===== src/rtl/aes_pkg.sv =====
// Shared constants and index helpers for the AES ShiftRows datapath.
// All helpers are evaluated at elaboration time to build fixed byte wiring.
package aes_pkg;

  localparam int BYTE_W = 32'sd8;
  localparam int COL_W  = 32'sd32;
  localparam int ROWS   = 32'sd4;

  // Rotation amount C_r of state row `row` for a block of `nb` columns.
  // Rijndael uses (0,1,2,3) up to six columns and (0,1,3,4) for eight.
  function automatic int shift_offset(input int nb, input int row);
    int off;
    case (row)
      32'sd0:  off = 32'sd0;
      32'sd1:  off = 32'sd1;
      32'sd2:  off = (nb == 32'sd8) ? 32'sd3 : 32'sd2;
      32'sd3:  off = (nb == 32'sd8) ? 32'sd4 : 32'sd3;
      default: off = 32'sd0;
    endcase
    return off;
  endfunction

  // Source column for output column `c` of a row rotated by `off`.
  // Forward rotates left (c+off), inverse rotates right (c-off+nb).
  // Both sums lie in [0, 2*nb), so one conditional subtract reduces them,
  // which also wraps correctly for the non-power-of-two width nb=6.
  function automatic int col_idx(input int c, input int off, input int nb, input logic inv);
    int idx;
    if (inv) begin
      idx = c - off + nb;
    end else begin
      idx = c + off;
    end
    if (idx >= nb) begin
      idx = idx - nb;
    end else begin
      idx = idx;
    end
    return idx;
  endfunction

endpackage


===== src/rtl/shift_rows_pipe_if.sv =====
// Handshake bundle of the ShiftRows pipe: input stream, output stream, busy.
// `slave` is the unit's view, `master` the view of whoever drives and drains it.
interface shift_rows_pipe_if
  import aes_pkg::*;
#(
  parameter int NB    = 4,
  parameter int TAG_W = 4
);
  logic                  in_valid;
  logic                  in_ready;
  logic [COL_W*NB-1:0]   in_data;
  logic                  in_inv;
  logic [TAG_W-1:0]      in_tag;
  logic                  out_valid;
  logic                  out_ready;
  logic [COL_W*NB-1:0]   out_data;
  logic [TAG_W-1:0]      out_tag;
  logic                  busy;

  modport master (
    output in_valid, in_data, in_inv, in_tag, out_ready,
    input  in_ready, out_valid, out_data, out_tag, busy
  );

  modport slave (
    input  in_valid, in_data, in_inv, in_tag, out_ready,
    output in_ready, out_valid, out_data, out_tag, busy
  );
endinterface


===== src/rtl/pipe_stage.sv =====
// One valid/ready register slice. The slot loads when it is empty or its
// contents leave this cycle; the ready seen upstream is formed by the parent
// from the same rule so the whole chain is computed in one place.
module pipe_stage #(
  parameter int W = 8
) (
  input  logic         clk,
  input  logic         rst,
  input  logic         up_valid,
  input  logic [W-1:0] up_data,
  input  logic         dn_ready,
  output logic         dn_valid,
  output logic [W-1:0] dn_data
);
  logic         load_s;
  logic         valid_r;
  logic [W-1:0] data_r;

  assign load_s = !valid_r || dn_ready;

  // Occupancy flag: the only reset state; follows upstream valid whenever the slot can load.
  always_ff @(posedge clk or posedge rst) begin
    if (rst) begin
      valid_r <= 1'b0;
    end else if (load_s) begin
      valid_r <= up_valid;
    end
  end

  // Payload captured only on a real transfer, so a stalled slot holds its contents.
  always_ff @(posedge clk) begin
    if (load_s && up_valid) begin
      data_r <= up_data;
    end
  end

  assign dn_valid = valid_r;
  assign dn_data  = data_r;
endmodule


===== src/rtl/shift_rows_pipe.sv =====
// Pipelined ShiftRows / InvShiftRows for 4, 6 or 8 column Rijndael states.
// The byte permutation is pure wiring muxed by in_inv in front of the first
// slice; STAGES slices follow, with a ready chain that lets bubbles collapse.
module shift_rows_pipe
  import aes_pkg::*;
#(
  parameter int NB     = 4,
  parameter int STAGES = 1,
  parameter int TAG_W  = 4
) (
  input logic              clk,
  input logic              rst,
  shift_rows_pipe_if.slave bus
);
  localparam int DATA_W = COL_W * NB;
  localparam int PAY_W  = TAG_W + DATA_W;

  if (!(NB == 32'sd4 || NB == 32'sd6 || NB == 32'sd8)) begin : g_bad_nb
    $error("shift_rows_pipe: NB must be 4, 6 or 8, got %0d", NB);
  end
  if (STAGES < 32'sd1 || STAGES > 32'sd4) begin : g_bad_stages
    $error("shift_rows_pipe: STAGES must be in 1..4, got %0d", STAGES);
  end

  logic [DATA_W-1:0] perm_s;
  logic [STAGES:0]   valid_s;
  logic [STAGES:0]   rdy_s;
  logic [PAY_W-1:0]  pay_s [0:STAGES];

  // Byte (r,c) lives at bit COL_W*(NB-1-c) + COL_W-1 - BYTE_W*r. Both the
  // forward and inverse sources are wired and in_inv picks per block.
  for (genvar r = 0; r < ROWS; r++) begin : g_row
    for (genvar c = 0; c < NB; c++) begin : g_col
      localparam int OFF   = shift_offset(NB, r);
      localparam int SRC_F = col_idx(c, OFF, NB, 1'b0);
      localparam int SRC_I = col_idx(c, OFF, NB, 1'b1);
      localparam int DST   = COL_W * (NB - 1 - c)     + COL_W - 1 - BYTE_W * r;
      localparam int BIT_F = COL_W * (NB - 1 - SRC_F) + COL_W - 1 - BYTE_W * r;
      localparam int BIT_I = COL_W * (NB - 1 - SRC_I) + COL_W - 1 - BYTE_W * r;
      assign perm_s[DST -: BYTE_W] = bus.in_inv ? bus.in_data[BIT_I -: BYTE_W]
                                                : bus.in_data[BIT_F -: BYTE_W];
    end
  end

  assign valid_s[0] = bus.in_valid;
  assign pay_s[0]   = {bus.in_tag, perm_s};

  // Ready chain from the tail back: slot i+1 accepts if it is empty or slot i+2 accepts.
  always_comb begin
    rdy_s         = {(STAGES + 1){1'b0}};
    rdy_s[STAGES] = bus.out_ready;
    for (int i = STAGES - 1; i >= 0; i--) begin
      rdy_s[i] = !valid_s[i + 1] || rdy_s[i + 1];
    end
  end

  for (genvar s = 0; s < STAGES; s++) begin : g_stage
    pipe_stage #(.W(PAY_W)) u_stage (
      .clk      (clk),
      .rst      (rst),
      .up_valid (valid_s[s]),
      .up_data  (pay_s[s]),
      .dn_ready (rdy_s[s + 1]),
      .dn_valid (valid_s[s + 1]),
      .dn_data  (pay_s[s + 1])
    );
  end

  assign bus.in_ready  = rdy_s[0];
  assign bus.out_valid = valid_s[STAGES];
  assign bus.out_data  = pay_s[STAGES][DATA_W-1:0];
  assign bus.out_tag   = pay_s[STAGES][PAY_W-1:DATA_W];
  assign bus.busy      = |valid_s[STAGES:1];
endmodule


===== src/flat_wrapper.sv =====
// flat-port wrapper written by rule: the top's interface ports become plain ports
module shift_rows_pipe_flat import aes_pkg::*;
#(
  parameter int NB     = 4,
  parameter int STAGES = 1,
  parameter int TAG_W  = 4
)
  (clk, rst, bus_in_valid, bus_in_data, bus_in_inv, bus_in_tag, bus_out_ready, bus_in_ready, bus_out_valid, bus_out_data, bus_out_tag, bus_busy);
  shift_rows_pipe_if #(.NB(NB), .TAG_W(TAG_W)) bus_i ();
  input logic clk;
  input logic rst;
  input wire logic [$bits(bus_i.in_valid)-1:0] bus_in_valid;
  input wire logic [$bits(bus_i.in_data)-1:0] bus_in_data;
  input wire logic [$bits(bus_i.in_inv)-1:0] bus_in_inv;
  input wire logic [$bits(bus_i.in_tag)-1:0] bus_in_tag;
  input wire logic [$bits(bus_i.out_ready)-1:0] bus_out_ready;
  output wire logic [$bits(bus_i.in_ready)-1:0] bus_in_ready;
  output wire logic [$bits(bus_i.out_valid)-1:0] bus_out_valid;
  output wire logic [$bits(bus_i.out_data)-1:0] bus_out_data;
  output wire logic [$bits(bus_i.out_tag)-1:0] bus_out_tag;
  output wire logic [$bits(bus_i.busy)-1:0] bus_busy;
  assign bus_i.in_valid = bus_in_valid;
  assign bus_i.in_data = bus_in_data;
  assign bus_i.in_inv = bus_in_inv;
  assign bus_i.in_tag = bus_in_tag;
  assign bus_i.out_ready = bus_out_ready;
  assign bus_in_ready = bus_i.in_ready;
  assign bus_out_valid = bus_i.out_valid;
  assign bus_out_data = bus_i.out_data;
  assign bus_out_tag = bus_i.out_tag;
  assign bus_busy = bus_i.busy;
  shift_rows_pipe #(.NB(NB), .STAGES(STAGES), .TAG_W(TAG_W)) u_core (.clk(clk), .rst(rst), .bus(bus_i));
endmodule

===== config.mk =====
export PLATFORM = sky130hd
export DESIGN_NAME = shift_rows_pipe_flat
export DESIGN_NICKNAME = d
export VERILOG_FILES = /design/src/rtl/aes_pkg.sv /design/src/rtl/shift_rows_pipe_if.sv /design/src/rtl/pipe_stage.sv /design/src/rtl/shift_rows_pipe.sv /design/src/flat_wrapper.sv
export SDC_FILE = /design/constraint.sdc
export NUM_CORES = 1
export LEC_CHECK = 0
export ABC_CLOCK_PERIOD_IN_PS = 7100
export CORE_ASPECT_RATIO = 0.8
export CORE_MARGIN = 2
export CORE_UTILIZATION = 42
export CTS_CLUSTER_DIAMETER = 200
export DETAILED_ROUTE_END_ITERATION = 10
export PLACE_DENSITY = 0.85
export SYNTH_ARGS = -nofsm -noshare
export SYNTH_HDL_FRONTEND = slang
export SYNTH_SLANG_ARGS = --single-unit

===== constraint.sdc =====
create_clock -name clk -period 7.1 [get_ports clk]
set_input_delay 0.71 -clock clk [delete_from_list [all_inputs] [get_ports clk]]
set_output_delay 0.71 -clock clk [all_outputs]
set_load 0.01 [all_outputs]

==> summary.txt, run 1 <==
Run status
  • Status: finished, final reports clean

Logic synthesis
  • Mapped Area: 5096 um2
  • Ys Warns: 0
  • FFs w/ async S/R, synth: 0.007519
  • Syn_area_per_cell: 24.38 um2
  • Most common cell in the netlist: edfxtp_1
  • Commonest cells post-synth: 132 x edfxtp_1, 60 x mux2_4, 6 x buf_12
  • Synth top area cells: edfxtp_1 78%, mux2_4 18%, buf_12 2.4%
  • Synth area leader: edfxtp_1
  • EDFF count, synth: 132
  • Post-synth top flop: edfxtp_1
  • Yosys reg bits: 133
  • Yosys cell types: 10
  • Post-synth top area share: 0.7778
  • Post-Syn Instances: 209
  • Post-synthesis sequential area ratio: 0.7827
  • Syn nets: 346

CTS
  • Cts hold-fix bufs: 0
  • Clk Tree Root Cell: clkbuf_16
  • Clock Tree Buf Depth: 2
  • Post_cts resized: 0
  • Clk_lat worst skew: 0.40 ns
  • CTS sink cnt: 133
  • Clock slew at reported path FFs: 0.06 ns
  • CTS Buf Count: 17
  • Post-CTS Setup Inserts: 0
  • CTS tree: yes
  • H-tree depth: 4

Detailed routing
  • Avg WL per Cell: 18.60 um
  • Final WL: 12150 um
  • ANT nets after route: 0
  • DR vias: 3019
  • DR DRC count: 0
  • Initial drt markers: 176
  • First-pass DRT Iterations: 4
  • Via-per-instance ratio: 4.623

Timing
  • Tmin final: 2.903 ns
  • Worst Skew: 0.009800 ns
  • Final Slew Violations: 0
  • Unrepaired setup endpoints after global routing: no
  • Slew @ Worst Pin: 1.106 ns
  • Total Neg Setup Slack: 0 ns
  • Final hold vios: 0
  • Max Freq: 0.3445 GHz
  • Slew HR: 0.2623
  • Setup violations, final: 0
  • Final Cycle Share: 0.4089

Power
  • Peak VDD IR: 0.1711 mV
  • PwrDens: 236.5 nW/um2
  • Clock share of power: 0.390
  • Sw frac: 0.2145
  • Overall power: 1.985 mW
  • Int Power: 1.559 mW
  • Comb pwr share: 0.139
  • Sequential share of power: 0.472
  • Switching power: 425.6 uW
  • Leak: 3.119 nW

Floorplanning
  • Die X: 127.2 um
  • IO Count: 272
  • DIE HEIGHT: 102.5 um
  • # rows: 35
  • Core Box Area: 11690 um2
  • Die area: 13040 um2
  • Starting density of the core: 0.4358

Flow run
  • Max_cap viols: 0

Setup path
  • CP endpoint kind: flop
  • Setup crit start kind: primary input
  • CP max stage delay: 0.86 ns
  • Worst Path Buf+Inv: 2
  • Critical Path Fanout Max: 86
  • Reg2reg start: u_core.g_stage[0].u_stage.dn_valid
  • CP Data Required Time: 7.13 ns
  • CP arrival: 2.93 ns
  • Worst Setup SP: bus_out_ready
  • Slowest CP cell: and2_4
  • Cell Chain, Critical Path: clkdlybuf4s50_1 -> nand2b_1 -> and2_4 -> buf_4
  • Crit Path Class: primary input to flop
  • Crit path max-delay family: buffers and inverters

GRT
  • Total GRT Usage: 0.1822
  • First-pass GRT wire length: 17470 um
  • Vias in the first global route: 3138
  • Initial antenna violation count: 0
  • GRT Residual Overflow: 0
  • Largest net degree at the start of global routing: 87

Placement
  • Post-DP HPWL: 8922 um
  • Final GP Congestion: 0.6811
  • PortBufs: 271

Cells and area
  • Filler cells: 742
  • Area delta synth->final: 64.69%
  • Share of cells above drive strength 1: 0.1901
  • Antenna Cells: 0
  • Nets@finish: 629

Min path
  • Worst Hold Class: primary input to async pin
==> sequential cells by signal, indices dropped and copies added (netlist names) <==
register / cells
u_core.g_stage.u_stage.dn_data: 132
u_core.g_stage.u_stage.dn_valid: 1
==> layout by cell type (no fill, tap or decap), drive strengths merged <==
| cell | n |
|---|---|
| clkinv | 9 |
| dfrtp | 1 |
| and2 | 1 |
| clkbuf | 21 |
| mux2 | 64 |
| buf | 2 |
| inv | 2 |
| clkinvlp | 1 |
| nand2b | 2 |
| edfxtp | 132 |
| clkdlybuf4s50 | 270 |
==> power groups by stage <==
stage,Sequential (mW),Combinational (mW),Clock (mW)
after floorplan,0.981,0.0770,0
after global placement,0.950,0.270,0
after detailed placement,0.953,0.277,0
after CTS,0.937,0.278,0.788
after global routing,0.940,0.290,0.823
final,0.936,0.275,0.773
==> layout make-up <==
cell class                      instances  area, um2  area share
Sequential cell                       133       3989      0.4753
Timing Repair Buffer                  272       2718      0.3238
Multi-Input combinational cell         67      967.2      0.1152
Clock buffer                           21      450.4     0.05367
Tap cell                              148      185.2     0.02206
Clock inverter                         11      80.08    0.009541
Inverter                                1      3.754   0.0004472
==> logic make-up after synthesis <==
family	after synthesis	synth area share
and+or+nand+nor	3	0.003683
buffers and inverters	9	0.02799
muxes	64	0.1856
DFF	133	0.7827
==> path summary, 6_finish.rpt <==
path	to	slack, ns	cells past startpoint
setup reg to reg	u_core.g_stage[0].u_stage.dn_data[52]	4.59	3
max in group asynchronous	u_core.g_stage[0].u_stage.dn_valid	6.57	2
min in group clk	u_core.g_stage[0].u_stage.dn_valid	0.62	2
hold / removal	u_core.g_stage[0].u_stage.dn_valid	0.44	2
setup / recovery	u_core.g_stage[0].u_stage.dn_data[52]	4.20	4
hold reg to reg	u_core.g_stage[0].u_stage.dn_valid	0.62	2
==> stage by stage <==
step                      worst slack, ns  hold slack (ns)  instance area, um2  instances  utilization
after floorplan                     2.633           0.4387                5096        209            -
after global placement              3.911           0.5384                7863        621       0.6724
after detailed placement            3.779           0.5812                7863        621       0.6724
after CTS                           4.202           0.4202                8393        653       0.7178
after global routing                4.071           0.4399                8393        653       0.7178
final                               4.197           0.4428                8393        653       0.7178
==> metal layers <==
layer | up-vias | global-route usage | part of all wire
met5 | - | 0 | 0
met4 | 0 | 0.07016 | 0.013
met3 | 11 | 0.07109 | 0.090
met2 | 157 | 0.3342 | 0.54
met1 | 1447 | 0.1922 | 0.36
li1 | 1404 | - | -
No activity file was read; power rests on OpenSTA's default activity.
==> run 2: changes to the inputs <==
--- a/config.mk
+++ b/config.mk
@@ -5,13 +5,13 @@
 export SDC_FILE = /design/constraint.sdc
 export NUM_CORES = 1
 export LEC_CHECK = 0
-export ABC_CLOCK_PERIOD_IN_PS = 7100
+export ABC_CLOCK_PERIOD_IN_PS = 2600
 export CORE_ASPECT_RATIO = 0.8
 export CORE_MARGIN = 2
-export CORE_UTILIZATION = 42
+export CORE_UTILIZATION = 35
 export CTS_CLUSTER_DIAMETER = 200
 export DETAILED_ROUTE_END_ITERATION = 10
-export PLACE_DENSITY = 0.85
+export PLACE_DENSITY = 0.76
 export SYNTH_ARGS = -nofsm -noshare
 export SYNTH_HDL_FRONTEND = slang
 export SYNTH_SLANG_ARGS = --single-unit
==> constraint.sdc (replaced) <==
create_clock -name clk -period 2.6 [get_ports clk]
set_input_delay 0.26 -clock clk [delete_from_list [all_inputs] [get_ports clk]]
set_output_delay 0.26 -clock clk [all_outputs]
set_load 0.01 [all_outputs]
==> run 2 against run 1 <==
Sequential cell count unchanged. Register-to-register slack got worse by 3.6 ns. Critical path depth decreased by 2. Clock skew decreased by 0.0036 ns. Combinational power increased to 2.8 times the previous value. Hold slack got worse by 0.041 ns. Critical endpoint is now bus_in_ready. Highest routed layer unchanged.
==> summary.txt, run 2 (synthesis gave the netlist of run 1 again) <==
GRT
  • First-pass GRT wire length: 18490 um
  • Vias in the first global route: 3149
  • GRT Residual Overflow: 0
  • Total GRT Usage: 0.1618
  • Initial antenna violation count: 0
  • Largest net degree at the start of global routing: 52

Power
  • Leak: 3.156 nW
  • Peak VDD IR: 0.4923 mV
  • PwrDens: 657.9 nW/um2

CTS
  • Clk_lat worst skew: 0.41 ns
  • CTS tree: yes
  • Post_cts resized: 0
  • CTS sink cnt: 133
  • Clock Tree Buf Depth: 2
  • Clk Tree Root Cell: clkbuf_16
  • H-tree depth: 4
  • CTS Buf Count: 17
  • Clock slew at reported path FFs: 0.06 ns

Placement
  • Post-DP HPWL: 9194 um
  • Dpl ws: 0.5892 ns
  • PortBufs: 271
  • Final GP Congestion: 0.7717

Timing
  • Hold Slack: 0.4014 ns
  • Final Slew Violations: 0
  • Total Neg Setup Slack: 0 ns
  • Max Freq: 0.5800 GHz
  • Slew @ Worst Pin: 0.5198 ns
  • Setup violations, final: 0
  • Tmin final: 1.724 ns
  • Final Cycle Share: 0.6632
  • Fin worst setup slack: 0.8757 ns
  • Worst Skew: 0.006193 ns
  • Slew HR: 0.6535
  • Final hold vios: 0
  • Unrepaired setup endpoints after global routing: no

Setup path
  • Crit Path Class: flop to primary output
  • Cell Chain, Critical Path: nand2b_1 -> clkdlybuf4s50_1
  • CP max stage delay: 0.55 ns
  • CP endpoint kind: primary output
  • CP arrival: 1.46 ns
  • Setup crit start kind: flop
  • Critical Path Fanout Max: 3
  • CP Data Required Time: 2.34 ns
  • Slowest CP cell: clkdlybuf4s50_1

Detailed routing
  • Via-per-instance ratio: 4.382
  • DR DRC count: 0
  • First-pass DRT Iterations: 4
  • Final WL: 12340 um
  • ANT nets after route: 0
  • Avg WL per Cell: 17.84 um
  • DR vias: 3032
  • Initial drt markers: 169

Floorplanning
  • Starting density of the core: 0.3577
  • IO Count: 272
  • Die area: 15550 um2
  • # rows: 39
  • Die X: 138.9 um
  • DIE HEIGHT: 111.9 um
  • Core Box Area: 14250 um2

Cells and area
  • Most frequent cells in the layout: 270 x clkdlybuf4s50_1, 132 x edfxtp_1, 60 x mux2_4
  • Area delta synth->final: 67.79%
  • Antenna Cells: 0
  • Area of the multi-input gates: 967.2 um2
  • Final Core Density: 0.6001
  • Commonest non-fill, non-tap cell in the layout: clkdlybuf4s50_1
  • Share of cells above drive strength 1: 0.1949
  • Max FFs per register: 132
  • Reg area: 3989 um2
  • Filler cells: 1088
  • Nets@finish: 632

Flow run
  • Max_cap viols: 0

Min path
  • Worst Hold Class: primary input to flop

Run status
  • Status: finished, final reports clean
[run 2: per-layer routing]
layer	global-route usage	wire, um	vias up	part of all wire
li1	-	-	1408	-
met1	0.1775	4690	1461	0.38
met2	0.2811	6541	153	0.53
met3	0.06968	979	10	0.079
met4	0.05926	133	0	0.011
met5	0	0	-	0
[run 2: final cells by class]
cell class / instances / share of cell area
clock buffer: 18 / 0.05019
tap: 184 / 0.02692
clock inverter: 14 / 0.01771
inverter: 1 / 0.0004390
timing repair buffer: 275 / 0.3251
multi-input combinational: 67 / 0.1131
sequential: 133 / 0.4665
[run 2: per-stage QoR]
step	power, mW	cell area, um2	cells
6_report	5.626	8551	692
5_1_grt	5.824	8551	692
4_1_cts	5.701	8551	692
3_5_place_dp	3.362	7960	659
3_3_place_gp	3.340	7960	659
2_1_floorplan	2.878	5099	209
[run 2: where the power goes]
group / leakage [nW] / internal, mW / switching (mW)
registers: 1.27 / 2.52 / 0.0336
logic: 1.62 / 0.498 / 0.261
clock network: 0.271 / 1.42 / 0.897
total: 3.16 / 4.43 / 1.19
[run 2: repair_timing]
action / 4_1_cts / 5_1_grt
endpoints found under the hold margin: 1 / 0
setup buffers: 0 / 0
hold buffers: 1 / 0
[run 2: worst max-delay path: cells and delay by family (launching register included)]
kind,cells,cell delay [ns]
buffers and inverters,1,0.55
flip-flops,1,0.39
AND/OR/NAND/NOR,1,0.12
[run 2: path summary, 6_finish.rpt]
path | start | slack [ns] | end | cells past startpoint
worst max register to register | u_core.g_stage[0].u_stage.dn_valid | 0.95 | u_core.g_stage[0].u_stage.dn_data[49] | 3
worst min-delay path | bus_in_data[94] | 0.40 | u_core.g_stage[0].u_stage.dn_data[94] | 1
worst min register to register | u_core.g_stage[0].u_stage.dn_valid | 0.57 | u_core.g_stage[0].u_stage.dn_valid | 2
min in group asynchronous | rst | 0.56 | u_core.g_stage[0].u_stage.dn_valid | 3
worst max-delay path | u_core.g_stage[0].u_stage.dn_valid | 0.88 | bus_in_ready | 2
max in group asynchronous | rst | 1.96 | u_core.g_stage[0].u_stage.dn_valid | 3
==> run 3: changes to the inputs <==
--- a/config.mk
+++ b/config.mk
@@ -5,7 +5,7 @@
 export SDC_FILE = /design/constraint.sdc
 export NUM_CORES = 1
 export LEC_CHECK = 0
-export ABC_CLOCK_PERIOD_IN_PS = 2600
+export ABC_CLOCK_PERIOD_IN_PS = 1540
 export CORE_ASPECT_RATIO = 0.8
 export CORE_MARGIN = 2
 export CORE_UTILIZATION = 35
==> constraint.sdc (replaced) <==
create_clock -name clk -period 1.54 [get_ports clk]
set_input_delay 0.154 -clock clk [delete_from_list [all_inputs] [get_ports clk]]
set_output_delay 0.154 -clock clk [all_outputs]
set_load 0.01 [all_outputs]
==> run 3 against run 2 <==
Largest cell class unchanged. Via count grew 1.3%. Hold slack worse by 0.11 ns. Critical endpoint is now bus_out_valid. Clock skew shrank 0.0027 ns. First-iteration DRC count is the same. Setup slack worse by 0.81 ns. Sequential share of layout area down 0.089 points. Clock power is 50% higher. Combinational power is 73% higher. Non-clock buffer count increased by 7.
==> summary.txt, run 3 (synthesis gave the netlist of run 1 again) <==
Floorplanning
  • # rows: 39
  • Die X: 138.9 um
  • Starting density of the core: 0.3577
  • IO Count: 272
  • Core Box Area: 14250 um2
  • Die area: 15550 um2
  • DIE HEIGHT: 111.9 um

GRT
  • Met3 usage: 0.05935
  • Met2 usage: 0.2736
  • Most Used Layer, Global Route: met2
  • GRT Residual Overflow: 0
  • Initial antenna violation count: 0
  • Met1 usage: 0.1770
  • Vias in the first global route: 3244
  • First-pass GRT wire length: 18370 um
  • Largest net degree at the start of global routing: 41
  • Total GRT Usage: 0.1599

Flow run
  • Max_cap viols: 0

Min path
  • Hold Path Stages: 1
  • Worst Hold Class: primary input to flop
  • Worst hold start: bus_in_data[45]
  • Hold worst-path end: u_core.g_stage[0].u_stage.dn_data[109]

Timing
  • Final hold vios: 0
  • Slew @ Worst Pin: 0.2974 ns
  • Hold Slack: 0.2944 ns
  • Unrepaired setup endpoints after global routing: no
  • Slew HR: 0.8017
  • Setup violations, final: 0
  • Final Cycle Share: 0.9585
  • Max Freq: 0.6775 GHz
  • Tmin final: 1.476 ns
  • Worst Skew: 0.003540 ns
  • Final Slew Violations: 0

Setup path
  • R2R Setup Slk: 0.20 ns
  • CP endpoint kind: primary output
  • Cells on worst reg2reg path: 3
  • RR Endpoint: u_core.g_stage[0].u_stage.dn_data[104]
  • CP arrival: 1.32 ns
  • CP Data Required Time: 1.39 ns
  • Crit path max-delay family: buffers and inverters
  • CP max stage delay: 0.55 ns
  • WP depth: 1
  • Crit Path Class: flop to primary output
  • Slowest CP cell: clkdlybuf4s50_1
  • Reg2reg start: u_core.g_stage[0].u_stage.dn_valid
  • Setup crit start kind: flop
  • Critical Path Fanout Max: 3
  • Worst Path Buf+Inv: 1
  • Cell Chain, Critical Path: clkdlybuf4s50_1

Placement
  • PortBufs: 271
  • Post-DP HPWL: 9399 um
  • Final GP Congestion: 0.7504

Cells and area
  • Most frequent cells in the layout: 268 x clkdlybuf4s50_1, 132 x edfxtp_1, 60 x mux2_4
  • Antenna Cells: 0
  • Share of cells above drive strength 1: 0.2019
  • Filler cells: 1084
  • Nets@finish: 639
  • Max FFs per register: 132
  • Final Core Density: 0.6012
  • Commonest non-fill, non-tap cell in the layout: clkdlybuf4s50_1
  • Area delta synth->final: 68.11%

CTS
  • Post-CTS Setup Inserts: 0
  • H-tree depth: 4
  • CTS Buf Count: 17
  • Clock Tree Buf Depth: 2
  • CTS tree: yes
  • Clk Tree Root Cell: clkbuf_16
  • Clk_lat worst skew: 0.41 ns
  • Clock slew at reported path FFs: 0.06 ns
  • CTS sink cnt: 133

Detailed routing
  • Via-per-instance ratio: 4.395
  • Final WL: 12400 um
  • Initial drt markers: 169
  • DR DRC count: 0
  • DR vias: 3072
  • First-pass DRT Iterations: 6
  • Avg WL per Cell: 17.74 um
  • ANT nets after route: 0

Power
  • Peak VDD IR: 0.9305 mV
  • Leak: 3.171 nW
  • PwrDens: 1061 nW/um2

Run status
  • Status: finished, final reports clean
## run 3: layout make-up
| class | instances | area [um2] | share of cell area |
|---|---|---|---|
| clock buffers | 17 | 425.4 | 0.04966 |
| repair buffers | 282 | 2859 | 0.3337 |
| well taps | 184 | 230.2 | 0.02687 |
| clock inverters | 15 | 92.59 | 0.01081 |
| inverters | 1 | 3.754 | 0.0004381 |
| flip-flops and latches | 133 | 3989 | 0.4656 |
| multi-input cells | 67 | 967.2 | 0.1129 |
## run 3: report_power, final
part | internal, mW | switching (mW) | leakage (nW)
Combinational | 0.861 | 0.446 | 1.67
Sequential | 4.25 | 0.0584 | 1.27
Clock | 2.02 | 1.45 | 0.237
## run 3: worst register-to-register path, cell delays in order, from the launching register on
cell,delay (ns)
dfrtp_1,0.39
nand2b_1,0.11
and2_4,0.27
buf_4,0.27
## run 3: through the flow
step	total power, mW	setup TNS (ns)	area (um2)	setup slack (ns)	cells
floorplan	4.859	-60.01	5099	-0.4546	209
global placement	5.673	-2.246	8038	-0.03959	666
detailed placement	5.706	-2.598	8038	-0.04975	666
CTS	9.201	0	8564	0.01754	699
global route	9.443	0	8567	0.01273	699
finish	9.091	0	8567	0.06390	699
## run 3: worst max-delay path by stage
stage                                                start                               endpoint  slack [ns]
global placement                             bus_out_ready  u_core.g_stage[0].u_stage.dn_data[37]       -0.04
CTS                     u_core.g_stage[0].u_stage.dn_valid                               bus_busy        0.02
floorplan               u_core.g_stage[0].u_stage.dn_valid   u_core.g_stage[0].u_stage.dn_data[0]       -0.45
detailed placement                           bus_out_ready  u_core.g_stage[0].u_stage.dn_data[95]       -0.05
finish                  u_core.g_stage[0].u_stage.dn_valid                          bus_out_valid        0.06
global route        u_core.g_stage[0].u_stage.dn_data[107]                      bus_out_data[107]        0.01
## run 3: timing repair
| action | 4_1_cts | 5_1_grt |
|---|---|---|
| resized for setup | 1 | 1 |
| setup endpoints to repair | 1 | 1 |
| hold endpoints to repair | 1 | 0 |
| cloned | 0 | 0 |
| hold buffers | 1 | 0 |
## run 3: routing by layer
metal,vias to the layer above,routed length (um)
li1,1418,-
met1,1487,4783
met5,-,0
met4,0,251
met2,149,6389
met3,18,972
==> edit 1: new RTL, flow settings as in run 2 <==
`TAG_W` is set to 4 in 3 places; all go to 6.
--- a/src/rtl/shift_rows_pipe_if.sv
+++ b/src/rtl/shift_rows_pipe_if.sv
@@ -4,7 +4,7 @@
   import aes_pkg::*;
 #(
   parameter int NB    = 4,
-  parameter int TAG_W = 4
+  parameter int TAG_W = 6
 );
   logic                  in_valid;
   logic                  in_ready;
--- a/src/rtl/shift_rows_pipe.sv
+++ b/src/rtl/shift_rows_pipe.sv
@@ -6,7 +6,7 @@
 #(
   parameter int NB     = 4,
   parameter int STAGES = 1,
-  parameter int TAG_W  = 4
+  parameter int TAG_W  = 6
 ) (
   input logic              clk,
   input logic              rst,
--- a/src/flat_wrapper.sv
+++ b/src/flat_wrapper.sv
@@ -3,7 +3,7 @@
 #(
   parameter int NB     = 4,
   parameter int STAGES = 1,
-  parameter int TAG_W  = 4
+  parameter int TAG_W  = 6
 )
   (clk, rst, bus_in_valid, bus_in_data, bus_in_inv, bus_in_tag, bus_out_ready, bus_in_ready, bus_out_valid, bus_out_data, bus_out_tag, bus_busy);
   shift_rows_pipe_if #(.NB(NB), .TAG_W(TAG_W)) bus_i ();
Ports: changed (resized bus_in_tag and bus_out_tag); port bits go from 272 to 276. The function was not compared with the original's and may differ.
==> edit 1 against run 2 <==
  * Hold slack better by 0.0013 ns
  * Highest routed layer unchanged
  * Total power is 0.13% higher
  * Largest power group unchanged
  * Worst setup slack worse by 0.018 ns
  * Routed wire length is 1.2% higher
  * Sequential power is 2% higher
  * Sequential share of layout area is 0.24 points higher
  * Clock skew is 0.0019 ns higher
  * Maximum frequency is 1.0% lower
  * Final area is 0.98% higher
  * Global-route usage is 0.51 points lower
  * Sequential cell count is 2 higher
  * Synthesized cell count is 0.96% higher
  * Core utilization is 0.18 points higher
  * Synthesized area is 1.2% higher
==> edit 1: results <==
<?xml version="1.0" encoding="UTF-8"?>
<metrics>
  <group name="timing">
    <metric name="worst_slew_margin_rel" unit="%">68.2</metric>
    <metric name="fin_skew" unit="ns">0.00809</metric>
  </group>
  <group name="synthesis">
    <metric name="synth_edf_count" unit="">134</metric>
    <metric name="synth_top_cells_by_count" unit="">134 x edfxtp_1, 60 x mux2_4, 6 x buf_12</metric>
    <metric name="mappedNetlistNets" unit="">350</metric>
    <metric name="syn_area_per_cell" unit="um^2">24.4</metric>
    <metric name="synth_sequential_area_ratio" unit="%">78.5</metric>
    <metric name="synthArstFlopShare" unit="%">0.741</metric>
    <metric name="synthMuxAreaShare" unit="%">18.3</metric>
    <metric name="ys_top_cells_by_area" unit="">edfxtp_1 78%, mux2_4 17%, buf_12 2.3%</metric>
  </group>
  <group name="worst_setup_path">
    <metric name="arrival" unit="ns">1.48</metric>
    <metric name="crit_fanout" unit="">3</metric>
    <metric name="cpLargestDelayFamily" unit="">buffers and inverters</metric>
    <metric name="regToRegEndpoint" unit="">u_core.g_stage[0].u_stage.dn_data[50]$_DFFE_PP_</metric>
    <metric name="setup.reg_to_reg.worst_slack" unit="ns">0.88</metric>
    <metric name="regToRegStartpoint" unit="">u_core.g_stage[0].u_stage.dn_valid$_DFFE_PP0P_</metric>
  </group>
  <group name="place">
    <metric name="finalWeightedCongestion" unit="">0.759</metric>
    <metric name="port_buffers" unit="">275</metric>
    <metric name="post-dp-hpwl" unit="mm">9.34</metric>
    <metric name="placed_cells_incl_taps" unit="">665</metric>
    <metric name="pre_cts_slack" unit="ns">0.539</metric>
  </group>
  <group name="grt">
    <metric name="globalRouteTotalUtil" unit="%">15.7</metric>
    <metric name="global_route_wire_length_before_repair" unit="mm">18.1</metric>
    <metric name="antenna_found_initial" unit="">0</metric>
    <metric name="grt_start_max_net_pins" unit="">56</metric>
  </group>
  <group name="pwr">
    <metric name="cellLeakagePower" unit="nW">3.19</metric>
    <metric name="peakVddDrop" unit="V">0.000449</metric>
  </group>
  <group name="final_layout">
    <metric name="post_route_cells_drive_above_1_share" unit="%">18.7</metric>
    <metric name="largest_reg_flops" unit="">134</metric>
    <metric name="nNetsFinal" unit="">640</metric>
  </group>
  <group name="clock_network">
    <metric name="maximum_number_of_buffers_from_clock_root_to_sink" unit="">2</metric>
    <metric name="hold_buffers" unit="">1</metric>
  </group>
  <group name="route">
    <metric name="routed_wirelength" unit="mm">12.5</metric>
    <metric name="routed_len_inst" unit="um">17.9</metric>
    <metric name="total_via_count_in_the_routed_design" unit="">3123</metric>
    <metric name="drt_first_iter_violations" unit="">122</metric>
  </group>
  <group name="hold_path">
    <metric name="whs_endpoint" unit="">u_core.g_stage[0].u_stage.dn_data[128]$_DFFE_PP_</metric>
    <metric name="hold_path.startpoint" unit="">bus_in_tag[0]</metric>
  </group>
  <group name="outcome">
    <metric name="run_status" unit="">completed</metric>
  </group>
</metrics>
edit 1: changes by cell type in the layout (fill, tap and decap cells not counted):
| cell | delta |
|---|---|
| clkinv_4 | +2 |
| edfxtp_1 | +2 |
| clkdlybuf4s50_1 | +4 |
| clkbuf_1 | +1 |
| clkinvlp_4 | -2 |
| clkinv_1 | +1 |
| inv_6 | -3 |
edit 1: how the worst max path moves through the flow:
stage / startpoint / end / slack (ns) / cells after the start
after floorplan: u_core.g_stage[0].u_stage.dn_valid$_DFFE_PP0P_ / u_core.g_stage[0].u_stage.dn_data[0]$_DFFE_PP_ / 0.59 / 2
after global placement: bus_out_ready / u_core.g_stage[0].u_stage.dn_data[50]$_DFFE_PP_ / 0.60 / 4
after detailed placement: bus_out_ready / u_core.g_stage[0].u_stage.dn_data[50]$_DFFE_PP_ / 0.54 / 4
after CTS: u_core.g_stage[0].u_stage.dn_valid$_DFFE_PP0P_ / bus_in_ready / 0.83 / 2
after global routing: u_core.g_stage[0].u_stage.dn_valid$_DFFE_PP0P_ / u_core.g_stage[0].u_stage.dn_data[50]$_DFFE_PP_ / 0.79 / 3
final: u_core.g_stage[0].u_stage.dn_valid$_DFFE_PP0P_ / bus_in_ready / 0.86 / 2
edit 1: cell type report:
type                            instances  area [um^2]
Sequential cell                       135         4050
Multi-Input combinational cell         67          967
Inverter                                1         3.75
Tap cell                              184          230
Clock buffer                           19          433
Fill cell                            1077         5710
Timing Repair Buffer                  279         2820
Clock inverter                         12          131
edit 1: logic make-up (layout without fill, tap and decap cells):
family	Yosys count	in the layout
simple gates	3	3
buf+inv	9	311
flops	135	135
mux	64	64
edit 1: through the flow:
| stage | hold WS (ns) | area [um^2] | utilization, % |
|---|---|---|---|
| after global placement | 0.401 | 8060 | 56.2 |
| after CTS | 0.378 | 8630 | 60.2 |
| after detailed placement | 0.403 | 8060 | 56.2 |
| after floorplan | -0.0113 | 5160 | - |
| after global routing | 0.384 | 8630 | 60.2 |
| final | 0.403 | 8630 | 60.2 |
edit 1: layer usage:
layer / up-vias / track usage, % / share of wire (%)
met5: - / 0 / 0
met3: 21 / 5.93 / 8.4
met1: 1526 / 17.1 / 38
met2: 151 / 27.4 / 52
li1: 1425 / - / -
met4: 0 / 6.73 / 1.9
edit 1: where the power goes:
part / internal (mW) / switching, mW / total [mW]
combinational: 0.503 / 0.266 / 0.769
sequential: 2.56 / 0.0340 / 2.59
clock: 1.40 / 0.870 / 2.27
total: 4.46 / 1.17 / 5.63
==> edit 2: new RTL, settings of run 2 <==
Made on the original files. Make the reset (`rst`) synchronous in one clocked block.
--- a/src/rtl/pipe_stage.sv
+++ b/src/rtl/pipe_stage.sv
@@ -19,7 +19,7 @@
   assign load_s = !valid_r || dn_ready;
 
   // Occupancy flag: the only reset state; follows upstream valid whenever the slot can load.
-  always_ff @(posedge clk or posedge rst) begin
+  always_ff @(posedge clk) begin
     if (rst) begin
       valid_r <= 1'b0;
     end else if (load_s) begin
Behaviour: differs if rst is asserted again (counterexample within 4 cycles, from zero or initial values and one cycle with rst high); with rst held inactive, the same outputs for 10 cycles.
==> edit 2 against run 2 <==
  * Synthesized area shrank 0.12%
  * Sequential share of layout area is essentially flat
  * Worst setup slack gained 0.043 ns
  * Count of clock-buffer cells in the layout is the same
  * Final area shrank 0.15%
  * Routed wire length shrank 2.9%
  * Sequential cell count is the same
  * Total power grew 2.7%
  * Critical endpoint unchanged
  * Clock power grew 6%
==> edit 2: results <==
<?xml version="1.0" encoding="UTF-8"?>
<metrics>
  <group name="grt">
    <metric name="grt_pass1_vias" unit="">3135</metric>
    <metric name="globalRouteTotalUtil" unit="%">15.3</metric>
    <metric name="grt_start_max_net_pins" unit="">133</metric>
  </group>
  <group name="synthesis">
    <metric name="synth_top_cells_by_count" unit="">132 x edfxtp_1, 60 x mux2_4, 6 x buf_12</metric>
    <metric name="synthArstFlopShare" unit="%">0</metric>
    <metric name="synth_sequential_area_ratio" unit="%">78.3</metric>
    <metric name="ys_top_cells_by_area" unit="">edfxtp_1 78%, mux2_4 18%, buf_12 2.4%</metric>
  </group>
  <group name="final_layout">
    <metric name="buffer_area_share" unit="%">32.2</metric>
    <metric name="layout.non_clock_buffers" unit="">273</metric>
    <metric name="fraction_of_area_in_clock_buffers_and_inverters" unit="%">7.08</metric>
    <metric name="fillCellCount" unit="">1049</metric>
    <metric name="seq-cell-share" unit="%">46.7</metric>
    <metric name="multi_input_area_share" unit="%">11.3</metric>
    <metric name="layout.sequential_cells" unit="">133</metric>
    <metric name="post_route_cells_drive_above_1_share" unit="%">19.4</metric>
    <metric name="nNetsFinal" unit="">630</metric>
  </group>
  <group name="outcome">
    <metric name="run_status" unit="">completed</metric>
  </group>
  <group name="pwr">
    <metric name="peakVddDrop" unit="V">0.000415</metric>
    <metric name="cellLeakagePower" unit="nW">3.18</metric>
    <metric name="comb_cell_power" unit="mW">0.775</metric>
    <metric name="power_frac_seq" unit="%">44.4</metric>
  </group>
  <group name="route">
    <metric name="met3_wirelength" unit="mm">1.08</metric>
    <metric name="met2_length" unit="mm">6.11</metric>
    <metric name="drt_first_iter_violations" unit="">141</metric>
    <metric name="drt-vias-per-instance" unit="">4.43</metric>
    <metric name="routed_wirelength" unit="mm">12.0</metric>
  </group>
  <group name="worst_setup_path">
    <metric name="regToRegStartpoint" unit="">u_core.g_stage[0].u_stage.dn_valid$_SDFFE_PP0P_</metric>
    <metric name="arrival" unit="ns">1.42</metric>
    <metric name="regToRegEndpoint" unit="">u_core.g_stage[0].u_stage.dn_data[83]$_DFFE_PP_</metric>
  </group>
  <group name="hold_path">
    <metric name="whs_endpoint" unit="">u_core.g_stage[0].u_stage.dn_data[43]$_DFFE_PP_</metric>
  </group>
  <group name="timing">
    <metric name="timing_worst_slew_pin_value" unit="ns">0.692</metric>
    <metric name="fin_skew" unit="ns">0.00820</metric>
    <metric name="timing.hold.ws" unit="ns">0.398</metric>
  </group>
  <group name="place">
    <metric name="pre_cts_slack" unit="ns">0.607</metric>
    <metric name="post-dp-hpwl" unit="mm">8.50</metric>
  </group>
</metrics>
[edit 2: critical path, delay by kind of cell]
kind | cells | cell delay (ns)
buffers and inverters | 2 | 1.01
AND/OR/NAND/NOR | 1 | 0.15
[edit 2: cell families (layout without fill, tap and decap cells)]
kind of cell	after synthesis	in the layout
simple gates	2	2
flops	133	133
mux	64	64
buf+inv	9	306
compound gates	1	1
[edit 2: routing by layer]
| metal | GRT usage [%] | vias up |
|---|---|---|
| met3 | 6.84 | 20 |
| met5 | 0 | - |
| met1 | 16.0 | 1480 |
| met2 | 26.3 | 154 |
| li1 | - | 1404 |
| met4 | 7.34 | 0 |
[edit 2: per-stage QoR]
stage,std cells,instance area [um^2]
floorplan,209,5090
global placement,658,7930
detailed placement,658,7930
CTS,690,8540
global route,690,8540
finish,690,8540
